[config.mk]
export PLATFORM = sky130hd
export DESIGN_NAME = wb_arbiter
export DESIGN_NICKNAME = d
export VERILOG_FILES = /design/src/rtl/wb_arbiter.sv
export SDC_FILE = /design/constraint.sdc
export NUM_CORES = 1
export LEC_CHECK = 0
export ABC_AREA = 1
export CAP_MARGIN = 5
export CORE_ASPECT_RATIO = 1.4
export CORE_UTILIZATION = 40
export DETAILED_ROUTE_END_ITERATION = 8
export SYNTH_ARGS = -nofsm -noshare
export SYNTH_HDL_FRONTEND = slang
export SYNTH_SLANG_ARGS = --single-unit
[constraint.sdc]
create_clock -name clk -period 6.1 [get_ports clk]
set_clock_uncertainty 0.05 [all_clocks]
set_input_delay 1.22 -clock clk [delete_from_list [all_inputs] [get_ports clk]]
set_output_delay 1.22 -clock clk [all_outputs]
set_load 0.02 [all_outputs]
[src/rtl/wb_arbiter.sv]
// Write-back arbiter: merges ALU and buffered LSU results onto the regfile write port
// and tracks busy long-latency destinations. Define WB_BYPASS_EN to let an LSU result skip an empty FIFO.
module wb_arbiter #(
  parameter int XLEN       = 32,
  parameter int FIFO_DEPTH = 2
) (
  input  logic                          clk,
  input  logic                          reset,
  input  logic                          alu_valid,
  input  logic [4:0]                    alu_rd,
  input  logic [XLEN-1:0]               alu_data,
  input  logic                          lsu_valid,
  output logic                          lsu_ready,
  input  logic [4:0]                    lsu_rd,
  input  logic [XLEN-1:0]               lsu_data,
  input  logic                          issue_valid,
  input  logic [4:0]                    issue_rd,
  input  logic [4:0]                    ra1,
  input  logic [4:0]                    ra2,
  input  logic [4:0]                    rd_q,
  output logic                          hazard,
  output logic                          we,
  output logic [4:0]                    wa,
  output logic [XLEN-1:0]               wd,
  output logic [$clog2(FIFO_DEPTH):0]   fifo_count
);

  localparam int PW = $clog2(FIFO_DEPTH);
  localparam int CW = PW + 1;
  localparam logic [CW-1:0] DEPTH_C = CW'(FIFO_DEPTH);

  logic [4:0]      mem_rd_r   [FIFO_DEPTH];
  logic [XLEN-1:0] mem_data_r [FIFO_DEPTH];
  logic [PW-1:0]   wr_ptr_r;
  logic [PW-1:0]   rd_ptr_r;
  logic [CW-1:0]   count_r;
  logic [31:0]     busy_r;
  logic            we_r;
  logic [4:0]      wa_r;
  logic [XLEN-1:0] wd_r;

  logic            bypass_s;
  logic            push_s;
  logic            pop_s;
  logic            sel_valid_s;
  logic [4:0]      sel_rd_s;
  logic [XLEN-1:0] sel_data_s;
  logic            clr_s;
  logic [CW-1:0]   count_nxt_s;
  logic [31:0]     clr_mask_s;
  logic [31:0]     set_mask_s;
  logic [31:0]     busy_nxt_s;

  assign lsu_ready  = (count_r < DEPTH_C);
  assign fifo_count = count_r;
  assign we         = we_r;
  assign wa         = wa_r;
  assign wd         = wd_r;

  // Decode hazard: any nonzero queried register with a pending long-latency write
  assign hazard = ((ra1  != 5'd0) && busy_r[ra1]) ||
                  ((ra2  != 5'd0) && busy_r[ra2]) ||
                  ((rd_q != 5'd0) && busy_r[rd_q]);

  // Write-source selection: ALU first, then FIFO head, then (optionally) direct LSU bypass
  always_comb begin
    bypass_s    = 1'b0;
`ifdef WB_BYPASS_EN
    bypass_s    = !alu_valid && (count_r == {CW{1'b0}}) && lsu_valid;
`else
    bypass_s    = 1'b0;
`endif
    push_s      = lsu_valid && lsu_ready && !bypass_s;
    pop_s       = !alu_valid && (count_r != {CW{1'b0}});
    sel_valid_s = 1'b0;
    sel_rd_s    = 5'd0;
    sel_data_s  = {XLEN{1'b0}};
    clr_s       = 1'b0;
    if (alu_valid) begin
      sel_valid_s = 1'b1;
      sel_rd_s    = alu_rd;
      sel_data_s  = alu_data;
    end else if (pop_s) begin
      sel_valid_s = 1'b1;
      sel_rd_s    = mem_rd_r[rd_ptr_r];
      sel_data_s  = mem_data_r[rd_ptr_r];
      clr_s       = 1'b1;
    end else if (bypass_s) begin
      sel_valid_s = 1'b1;
      sel_rd_s    = lsu_rd;
      sel_data_s  = lsu_data;
      clr_s       = 1'b1;
    end else begin
      sel_valid_s = 1'b0;
    end
  end

  // Occupancy and scoreboard next-state; a set in the same cycle overrides a clear
  always_comb begin
    count_nxt_s = count_r;
    case ({push_s, pop_s})
      2'b10:   count_nxt_s = count_r + CW'(1);
      2'b01:   count_nxt_s = count_r - CW'(1);
      default: count_nxt_s = count_r;
    endcase
    clr_mask_s = clr_s ? (32'd1 << sel_rd_s) : 32'd0;
    set_mask_s = (issue_valid && (issue_rd != 5'd0)) ? (32'd1 << issue_rd) : 32'd0;
    busy_nxt_s = ((busy_r & ~clr_mask_s) | set_mask_s) & ~32'd1;
  end

  // Control state and registered write port
  always_ff @(posedge clk or posedge reset) begin
    if (reset) begin
      we_r     <= 1'b0;
      wa_r     <= 5'd0;
      wd_r     <= {XLEN{1'b0}};
      wr_ptr_r <= {PW{1'b0}};
      rd_ptr_r <= {PW{1'b0}};
      count_r  <= {CW{1'b0}};
      busy_r   <= 32'd0;
    end else begin
      we_r <= sel_valid_s && (sel_rd_s != 5'd0);
      if (sel_valid_s) begin
        wa_r <= sel_rd_s;
        wd_r <= sel_data_s;
      end
      if (push_s) begin
        wr_ptr_r <= wr_ptr_r + PW'(1);
      end
      if (pop_s) begin
        rd_ptr_r <= rd_ptr_r + PW'(1);
      end
      count_r <= count_nxt_s;
      busy_r  <= busy_nxt_s;
    end
  end

  // FIFO storage; stale contents are unreachable once pointers reset
  always_ff @(posedge clk) begin
    if (push_s) begin
      mem_rd_r[wr_ptr_r]   <= lsu_rd;
      mem_data_r[wr_ptr_r] <= lsu_data;
    end
  end

endmodule

Yosys cells after proc, flatten, opt, wreduce, memory -nomap -nowiden
Memories as Yosys holds them, arrays and structs flattened.
Cells that the tools add are included.
{"block": "classes", "muxes": 18, "bitwise_logic": 3, "shifts": 2, "n_lt_le_gt_ge": 4, "n_addsub": 4, "n_eq_ne": 2, "reduce_logical": 17}
{"cell": "2-to-1 mux 32 bit", "n": 4}
{"cell": "<< shifter 1 x 5 -> 32 bit, first input constant", "n": 2}
{"cell": "AND 32 bit", "n": 1}
{"cell": "inverter 32 bit", "n": 1}
{"cell": "OR 32 bit", "n": 1}
{"cell": "nonzero test 5 bit", "n": 5}
{"cell": "< comparator 5 x 6 -> 1 bit, second input constant", "n": 3}
{"cell": "binary-select mux 1 bit (select 5 bit)", "n": 3}
{"cell": "2-to-1 mux 5 bit", "n": 2}
{"cell": "2-to-1 mux 1 bit", "n": 8}
{"cell": "logical AND 1 bit", "n": 7}
{"cell": "case mux 2 bit (2 select lines)", "n": 1}
{"cell": "nonzero test 2 bit", "n": 2}
{"cell": "adder 1 bit, second input constant", "n": 2}
{"cell": "adder 2 x 1 -> 2 bit, second input constant", "n": 1}
{"cell": "equality test 2 x 1 -> 1 bit, second input constant", "n": 1}
{"cell": "equality test 2 bit, second input constant", "n": 1}
{"cell": "logical OR 1 bit", "n": 2}
{"cell": "< comparator 2 bit, second input constant", "n": 1}
{"cell": "subtractor 2 x 1 -> 2 bit, second input constant", "n": 1}
{"cell": "zero test 1 bit", "n": 1}
{"block": "word_totals", "inputBits": 99, "output_inout_bits": 42, "ff_bits": 73, "memories": 2, "word_cells": 59, "ram_bits": 74}
{"name": "mem_data_r", "words": 2, "width": 32, "read_ports": 1, "rd_clocked_by_memory_dff": 0, "write_ports": 1, "line": "33", "source": "logic [XLEN-1:0] mem_data_r [FIFO_DEPTH];"}
{"name": "mem_rd_r", "words": 2, "width": 5, "read_ports": 1, "rd_clocked_by_memory_dff": 0, "write_ports": 1, "line": "32", "source": "logic [4:0] mem_rd_r [FIFO_DEPTH];"}

Longest topological paths before layout
Gate-level depths: netlist of run 1.
{"block": "logic_depth", "word_depth": 9, "mapped_depth": 13, "mapped_depth_nobuf": 12}

Worst setup path after synthesis of run 1
No wires, ideal clock.
{"block": "synth_path", "path_type": "input-to-output", "start": "input port ra2[0]", "end": "output port hazard", "arrival_ns": 2.307, "n_path_buf": 2, "path_slack_ns": 2.523, "t_required_ns": 4.830, "stages": 10, "path_cell_list": "clkbuf_2 clkbuf_1 nor2_1 nor3_1 nor2_1 nand2_1 nand2_1 a21oi_1 nor2_1 nand2_1"}
{"block": "synth_via", "elab_chain_len": 5, "elab_cells_between_ends": 6, "classes_between": "mux (2); reduce/logical (4)"}
{"element": "start: declaration", "line": "19", "source": "input logic [4:0] ra2,"}
{"element": "binary-select mux 1 bit (select 5 bit)", "line": "62", "source": "((ra2 != 5'd0) && busy_r[ra2]) ||"}
{"element": "2-to-1 mux 1 bit (not written as such)", "line": "62"}
{"element": "logical AND 1 bit (*)", "line": "62"}
{"element": "logical OR 1 bit (*)", "line": "61", "source": "assign hazard = ((ra1 != 5'd0) && busy_r[ra1]) ||"}
{"element": "logical OR 1 bit (*)", "line": "62"}
{"element": "end: declaration", "line": "21", "source": "output logic hazard,"}
Every way passes the cells marked *; elsewhere a longest branch is shown, timed or not. The select of a mux whose other input is x is not followed.

Worst setup path after layout of run 1
{"block": "layout_path", "start": "input port rd_q[0]", "end": "output port hazard"}
{"block": "layout_via", "elab_chain_len": 4, "elab_cells_between_ends": 5, "classes_between": "mux (2); reduce/logical (3)"}
{"element": "start: declaration", "line": "20", "source": "input logic [4:0] rd_q,"}
{"element": "binary-select mux 1 bit (select 5 bit)", "line": "63", "source": "((rd_q != 5'd0) && busy_r[rd_q]);"}
{"element": "2-to-1 mux 1 bit (not written as such)", "line": "63"}
{"element": "logical AND 1 bit (*)", "line": "63"}
{"element": "logical OR 1 bit (*)", "line": "62"}
Marked as above.

==> out/results.tsv, run 1 <==
stage	metric	value	unit
clocking	Root Driver	clkbuf_16	
global_routing	total track usage	0.248	
floorplanning	starting density of the core	0.409	
critical_path	worst reg2reg startpoint	rd_ptr_r	
placed_design	Placed Cells	1190	
detailed_routing	ANT nets after route	0	
critical_path	critical path's slowest cell	clkdlybuf4s50_1	
logic_synthesis	Yosys warning total	0	
critical_path	crit path launch type	input pin	
global_routing	antenna violations before repair	0	
logic_synthesis	synth cell count leaders	324 x nand2_1, 148 x nand3_1, 74 x edfxtp_1	
cells_and_area	Non-Filler Instances	1222	
logic_synthesis	Mapped Area	0.00711	mm²
critical_path	CP Cell Sequence	clkdlybuf4s50_1 -> buf_4 -> inv_1 -> nand2_1 -> nand3_1 -> nand2_1 -> nand2_1 -> nand2_1 -> inv_1 -> a21oi_1 -> nor2_1 -> nand2_1 -> clkdlybuf4s50_1	
timing	Final Slew Violations	0	
detailed_routing	WL final	21400	µm
logic_synthesis	Netlist cell types	36	
job	max-cap viol count	0	
worst_hold_path	hold path endpoint	busy_r[13]	
logic_synthesis	sequential fraction of the synthesis area	0.569	
timing	Final setup viols	0	
timing	TNS Setup	0	ns
timing	Peak Freq	206	MHz
timing	Final period util	0.795	
critical_path	Reg2Reg Setup Slack	3.03	ns
logic_synthesis	Synth area leaders	edfxtp_1 31%, dfrtp_1 26%, nand2_1 17%, nand3_1 10%, inv_1 2.9%	
worst_hold_path	hold_sp	busy_r[13]	
clocking	H-tree levels	4	
detailed_routing	DRT Pass-1 Iters	7	
clocking	Reg clk slew, reported paths	0.06	ns
pwr	part of the power in the clock network	0.257	
logic_synthesis	syn avg cell area	8.44	µm²
clocking	CTS tree	built	
logic_synthesis	Syn Nets	942	
outcome	status	finished clean	
placed_design	I/O Buffers	140	
logic_synthesis	Top FF cell, synth	edfxtp_1	
timing	slew margin rel.	0.340	
floorplanning	io pins	141	
pwr	Lkg Pwr	4.02	nW
cells_and_area	Multi-input gate area	0.00269	mm²
detailed_routing	violation count after the first detailed-route iteration	493	
logic_synthesis	Post-synth EDFFs	74	
worst_hold_path	hold crit path type	register to register	
clocking	post-CTS setup buffers	0	
clocking	cts repair resizes	0	
pwr	P per Cell Area	430	mW/mm²
critical_path	most used cell, CP	nand2_1	
pwr	Sw Share	0.383	
critical_path	FF-to-FF End	busy_r[4]	
floorplanning	die span in x	115	µm
critical_path	crit path kind	input pin to primary output	
pwr	Final Total Pwr	4.01	mW
pwr	Combinational Power Share	0.362	
pwr	Peak VDD IR	0.239	mV
critical_path	data required time of the critical path	4.83	ns
detailed_routing	vias	6191	
floorplanning	full die area	0.0183	mm²
placed_design	post-DP HPWL	14700	µm
timing	RSZ-0062 raised after global routing	no	
cells_and_area	NumNets Final	1073	
logic_synthesis	Async S/R FF share, synth	0.497	
global_routing	met2 Track Usage GR	0.427	
critical_path	CP peak stage delay	0.59	ns
timing	final hold vios	0	
pwr	switching power	1.54	mW
global_routing	largest net degree at the start of global routing	74	
floorplanning	Core Box Area	0.0174	mm²
cells_and_area	layout cells sized above 1	0.0639	
cells_and_area	fillers	1672	
detailed_routing	Vias/cell	5.07	
global_routing	vias in the first global route	6173	
global_routing	met3 usage	0.0660	
clocking	Clock Latency Late Sink	0.41	ns
pwr	sequential group share of total power	0.381	
clocking	clock sinks	147	
cells_and_area	diode count	0	
critical_path	CP Max Fanout	20	
cells_and_area	register area	0.00405	mm²
placed_design	gpl congestion	0.943	
critical_path	FF-to-FF path depth	7	
timing	fin crit period	4.85	ns
cells_and_area	end-of-flow core utilization	0.536	
worst_hold_path	hold depth	2	
global_routing	grt total ovfl	0	
pwr	internal power	2.47	mW
timing	worst-margin pin slew	0.991	ns
clocking	Clock Tree Buf Depth	2	
floorplanning	row count	57	
global_routing	busiest grt layer	met2	
logic_synthesis	Seq cells post-synth	147	
logic_synthesis	Post-Syn Instances	842	
detailed_routing	WL/cell	17.5	µm
critical_path	Critical Path AT	3.58	ns
critical_path	CP endpoint kind	primary output	
detailed_routing	Post-route DRC	0	
global_routing	GRT met1 Usage	0.281	
floorplanning	Die Y	160	µm
logic_synthesis	top-count cell post-synth	nand2_1	
cells_and_area	area overhead of the layout relative to synthesis	31.2	%
global_routing	global-route wire length before repair	33800	µm
clocking	TritonCTS Buffers	17	
logic_synthesis	top cell type's share of synthesized area	0.313	
clocking	post-cts hold buffer count	0	
logic_synthesis	dominant cell type by area after synthesis	edfxtp_1	
-- per-layer routing --
| layer | vias to the layer above | wire length (µm) |
|---|---|---|
| li1 | 3039 | - |
| met1 | 2898 | 8120 |
| met2 | 214 | 11100 |
| met3 | 40 | 1250 |
| met4 | 0 | 834 |
| met5 | - | 0 |
-- metrics by stage --
step                worst slack, ns  hold WS [ns]  area [µm²]
global placement               1.34         0.411        8740
floorplan                      2.52         0.396        7110
global route                   1.02         0.454        9330
finish                         1.25         0.429        9330
CTS                            1.34         0.432        9330
detailed placement             1.34         0.418        8740
-- registers in the layout, indices dropped and copies added, names as in the netlist --
register,count
fifo_count,2
wr_ptr_r,1
we,1
rd_ptr_r,1
wd,32
busy_r,31
mem_rd_r,10
mem_data_r,64
wa,5
-- how the worst max path moves through the flow --
| stage | slack, ns | from | endpoint |
|---|---|---|---|
| after floorplan | 2.52 | ra2[0] | hazard |
| after global placement | 1.34 | rd_q[0] | hazard |
| after CTS | 1.34 | rd_q[0] | hazard |
| after detailed placement | 1.34 | rd_q[0] | hazard |
| final | 1.25 | rd_q[0] | hazard |
| after global routing | 1.02 | rd_q[0] | hazard |
-- worst max-delay path: cells and delay by family --
kind / cells / cell delay (ns)
compound gates: 1 / 0.32
buf+inv: 5 / 1.50
simple gates: 7 / 0.54
-- cells in the final DEF (no fill, tap or decap), types with 7 or more instances in the layout --
cell type / n
buf_4: 11
clkbuf_16: 17
clkdlybuf4s50_1: 139
dfrtp_1: 73
edfxtp_1: 74
inv_1: 54
nand2_1: 324
nand3_1: 148
nor2_1: 35
o21ai_0: 13
o21ai_1: 21
o311ai_0: 7
-- cell families (layout without fill, tap and decap cells) --
group,after synthesis,after routing,share of synthesized area
compound gates,63,63,0.0542
simple gates,529,529,0.315
fa+ha+maj,1,1,0.00176
flops,147,147,0.569
xor+xnor,4,4,0.00493
buf+inv,98,242,0.0544
-- cell type report --
| class | count | area share |
|---|---|---|
| inverters | 59 | 0.0239 |
| clock inverters | 14 | 0.0162 |
| multi-input cells | 597 | 0.288 |
| repair buffers | 151 | 0.159 |
| flip-flops and latches | 147 | 0.434 |
| well taps | 236 | 0.0317 |
| clock buffers | 18 | 0.0471 |
-- power by group through the flow --
stage                     Clock, mW  Combinational (mW)  Sequential (mW)
after detailed placement          0                1.46             1.54
after floorplan                   0               0.743             1.61
after global routing           1.10                1.60             1.56
after global placement            0                1.45             1.54
final                          1.03                1.45             1.53
after CTS                      1.05                1.47             1.52
Power figures use the tool's default switching activity.
==> inputs of run 2 (changes only) <==
clock period = 4.7 ns   (was 6.1 ns; I/O delays follow)
==> out/results.tsv, run 2 (synthesis gave the netlist of run 1 again) <==
stage	metric	value	unit
floorplanning	Die Y	160	µm
timing	TNS Setup	0	ns
critical_path	Top delay family on crit path	buffers and inverters	
job	max-cap viol count	0	
critical_path	worst reg2reg startpoint	fifo_count[0]	
global_routing	grt total ovfl	0	
worst_hold_path	hold depth	2	
clocking	Root Driver	clkbuf_16	
floorplanning	starting density of the core	0.409	
global_routing	largest net degree at the start of global routing	51	
clocking	Reg clk slew, reported paths	0.06	ns
floorplanning	io pins	141	
cells_and_area	Reg with most FFs	mem_data_r	
clocking	post-cts hold buffer count	0	
pwr	switching power	2.02	mW
clocking	Clock Tree Buf Depth	2	
critical_path	FF-to-FF End	busy_r[12]	
cells_and_area	diode count	0	
pwr	Sw Share	0.393	
critical_path	critical path's slowest cell	clkdlybuf4s50_1	
critical_path	CP Max Fanout	5	
timing	fin crit period	4.09	ns
critical_path	crit path kind	input pin to primary output	
global_routing	global-route wire length before repair	33200	µm
detailed_routing	Post-route DRC	0	
floorplanning	die span in x	115	µm
global_routing	vias in the first global route	6226	
critical_path	CP Cell Sequence	clkdlybuf4s50_1 -> inv_1 -> nor2_1 -> nand2_1 -> nand3_1 -> nand2_1 -> nand3_1 -> nand3_1 -> nand2_1 -> nor2_1 -> nand2_1 -> clkdlybuf4s50_1	
floorplanning	Core Box Area	0.0174	mm²
timing	Final period util	0.870	
detailed_routing	WL final	21200	µm
detailed_routing	DRT Pass-1 Iters	5	
outcome	status	finished clean	
pwr	internal power	3.12	mW
placed_design	post-DP HPWL	15000	µm
timing	Final Slew Violations	0	
worst_hold_path	hold_sp	busy_r[19]	
timing	Final setup viols	0	
global_routing	antenna violations before repair	0	
timing	RSZ-0062 raised after global routing	no	
clocking	TritonCTS Buffers	17	
detailed_routing	Vias/cell	5.07	
critical_path	FF-to-FF path depth	9	
floorplanning	row count	57	
critical_path	Reg2Reg Setup Slack	1.82	ns
cells_and_area	Non-Filler Instances	1224	
clocking	clock sinks	147	
worst_hold_path	hold crit path type	register to register	
detailed_routing	violation count after the first detailed-route iteration	439	
critical_path	crit path launch type	input pin	
cells_and_area	NumNets Final	1075	
cells_and_area	design area	0.00931	mm²
critical_path	data required time of the critical path	3.71	ns
timing	final hold vios	0	
pwr	Combinational Power Share	0.367	
pwr	sequential group share of total power	0.384	
timing	Peak Freq	245	MHz
critical_path	Critical Path AT	3.10	ns
clocking	Clock Latency Late Sink	0.42	ns
cells_and_area	commonest non-fill, non-tap cell in the layout	nand2_1	
critical_path	CP endpoint kind	primary output	
placed_design	I/O Buffers	140	
clocking	H-tree levels	4	
critical_path	Buf+Inv Stages, Crit Path	3	
floorplanning	full die area	0.0183	mm²
pwr	Peak VDD IR	0.261	mV
cells_and_area	most frequent cells in the layout	324 x nand2_1, 148 x nand3_1, 139 x clkdlybuf4s50_1, 74 x edfxtp_1, 73 x dfrtp_1	
global_routing	total track usage	0.242	
timing	worst-margin pin slew	0.985	ns
pwr	part of the power in the clock network	0.248	
clocking	cts repair resizes	0	
placed_design	DP Area	0.00875	mm²
worst_hold_path	hold path endpoint	busy_r[19]	
pwr	Lkg Pwr	4.02	nW
detailed_routing	ANT nets after route	0	
clocking	CTS tree	built	
detailed_routing	WL/cell	17.3	µm
critical_path	CP peak stage delay	0.61	ns
critical_path	most used cell, CP	nand2_1	
pwr	P per Cell Area	551	mW/mm²
cells_and_area	layout cells sized above 1	0.0668	
cells_and_area	max reg flops	64	
detailed_routing	vias	6208	
timing	slew margin rel.	0.341	
placed_design	Placed Cells	1192	
cells_and_area	area overhead of the layout relative to synthesis	30.9	%
clocking	post-CTS setup buffers	0	
placed_design	gpl congestion	0.958	
## run 2: worst max-delay path by stage
stage	startpoint	to	slack, ns	depth (start not counted)
2_1_floorplan	lsu_valid	mem_data_r[0][0]	1.59	2
6_report	ra1[2]	hazard	0.61	12
5_1_grt	ra1[2]	hazard	0.39	12
4_1_cts	ra1[2]	hazard	0.65	12
3_5_place_dp	ra1[2]	hazard	0.66	12
3_3_place_gp	ra1[2]	hazard	0.61	12
## run 2: per-layer routing
| layer | GRT usage | vias to the layer above | routed length, µm |
|---|---|---|---|
| met5 | 0 | - | 0 |
| met4 | 0.128 | 0 | 947 |
| met3 | 0.0573 | 48 | 1210 |
| met2 | 0.423 | 230 | 10700 |
| met1 | 0.271 | 2886 | 8290 |
| li1 | - | 3044 | - |
## run 2: cell type report
cell class | count | area (µm²)
sequential | 147 | 4050
inverter | 59 | 223
clock buffer | 18 | 439
fill | 1664 | 8090
clock inverter | 14 | 120
tap | 236 | 295
timing repair buffer | 153 | 1490
multi-input combinational | 597 | 2690
## run 2: per-stage QoR
stage | hold slack, ns | power (mW) | worst slack [ns] | utilization
3_3_place_gp | 0.411 | 3.88 | 0.614 | 0.503
6_report | 0.429 | 5.13 | 0.612 | 0.535
5_1_grt | 0.454 | 5.44 | 0.390 | 0.535
2_1_floorplan | 0.396 | 3.05 | 1.59 | -
4_1_cts | 0.431 | 5.17 | 0.647 | 0.535
3_5_place_dp | 0.417 | 3.88 | 0.664 | 0.503
## run 2: power by group through the flow
stage	logic (mW)	registers [mW]	clock network, mW
floorplan	0.964	2.09	0
global placement	1.89	1.99	0
detailed placement	1.89	1.99	0
CTS	1.90	1.97	1.30
global route	2.07	2.02	1.35
finish	1.89	1.97	1.27
## run 2: worst reg2reg max path, cell delays in order (launching register included)
cell	delay, ns
dfrtp_1	0.46
nor2_2	0.13
buf_4	0.43
nor2_4	0.03
buf_4	0.27
nand3_2	0.13
buf_4	0.24
nand3_1	0.56
o21ai_0	0.35
o21ai_0	0.12
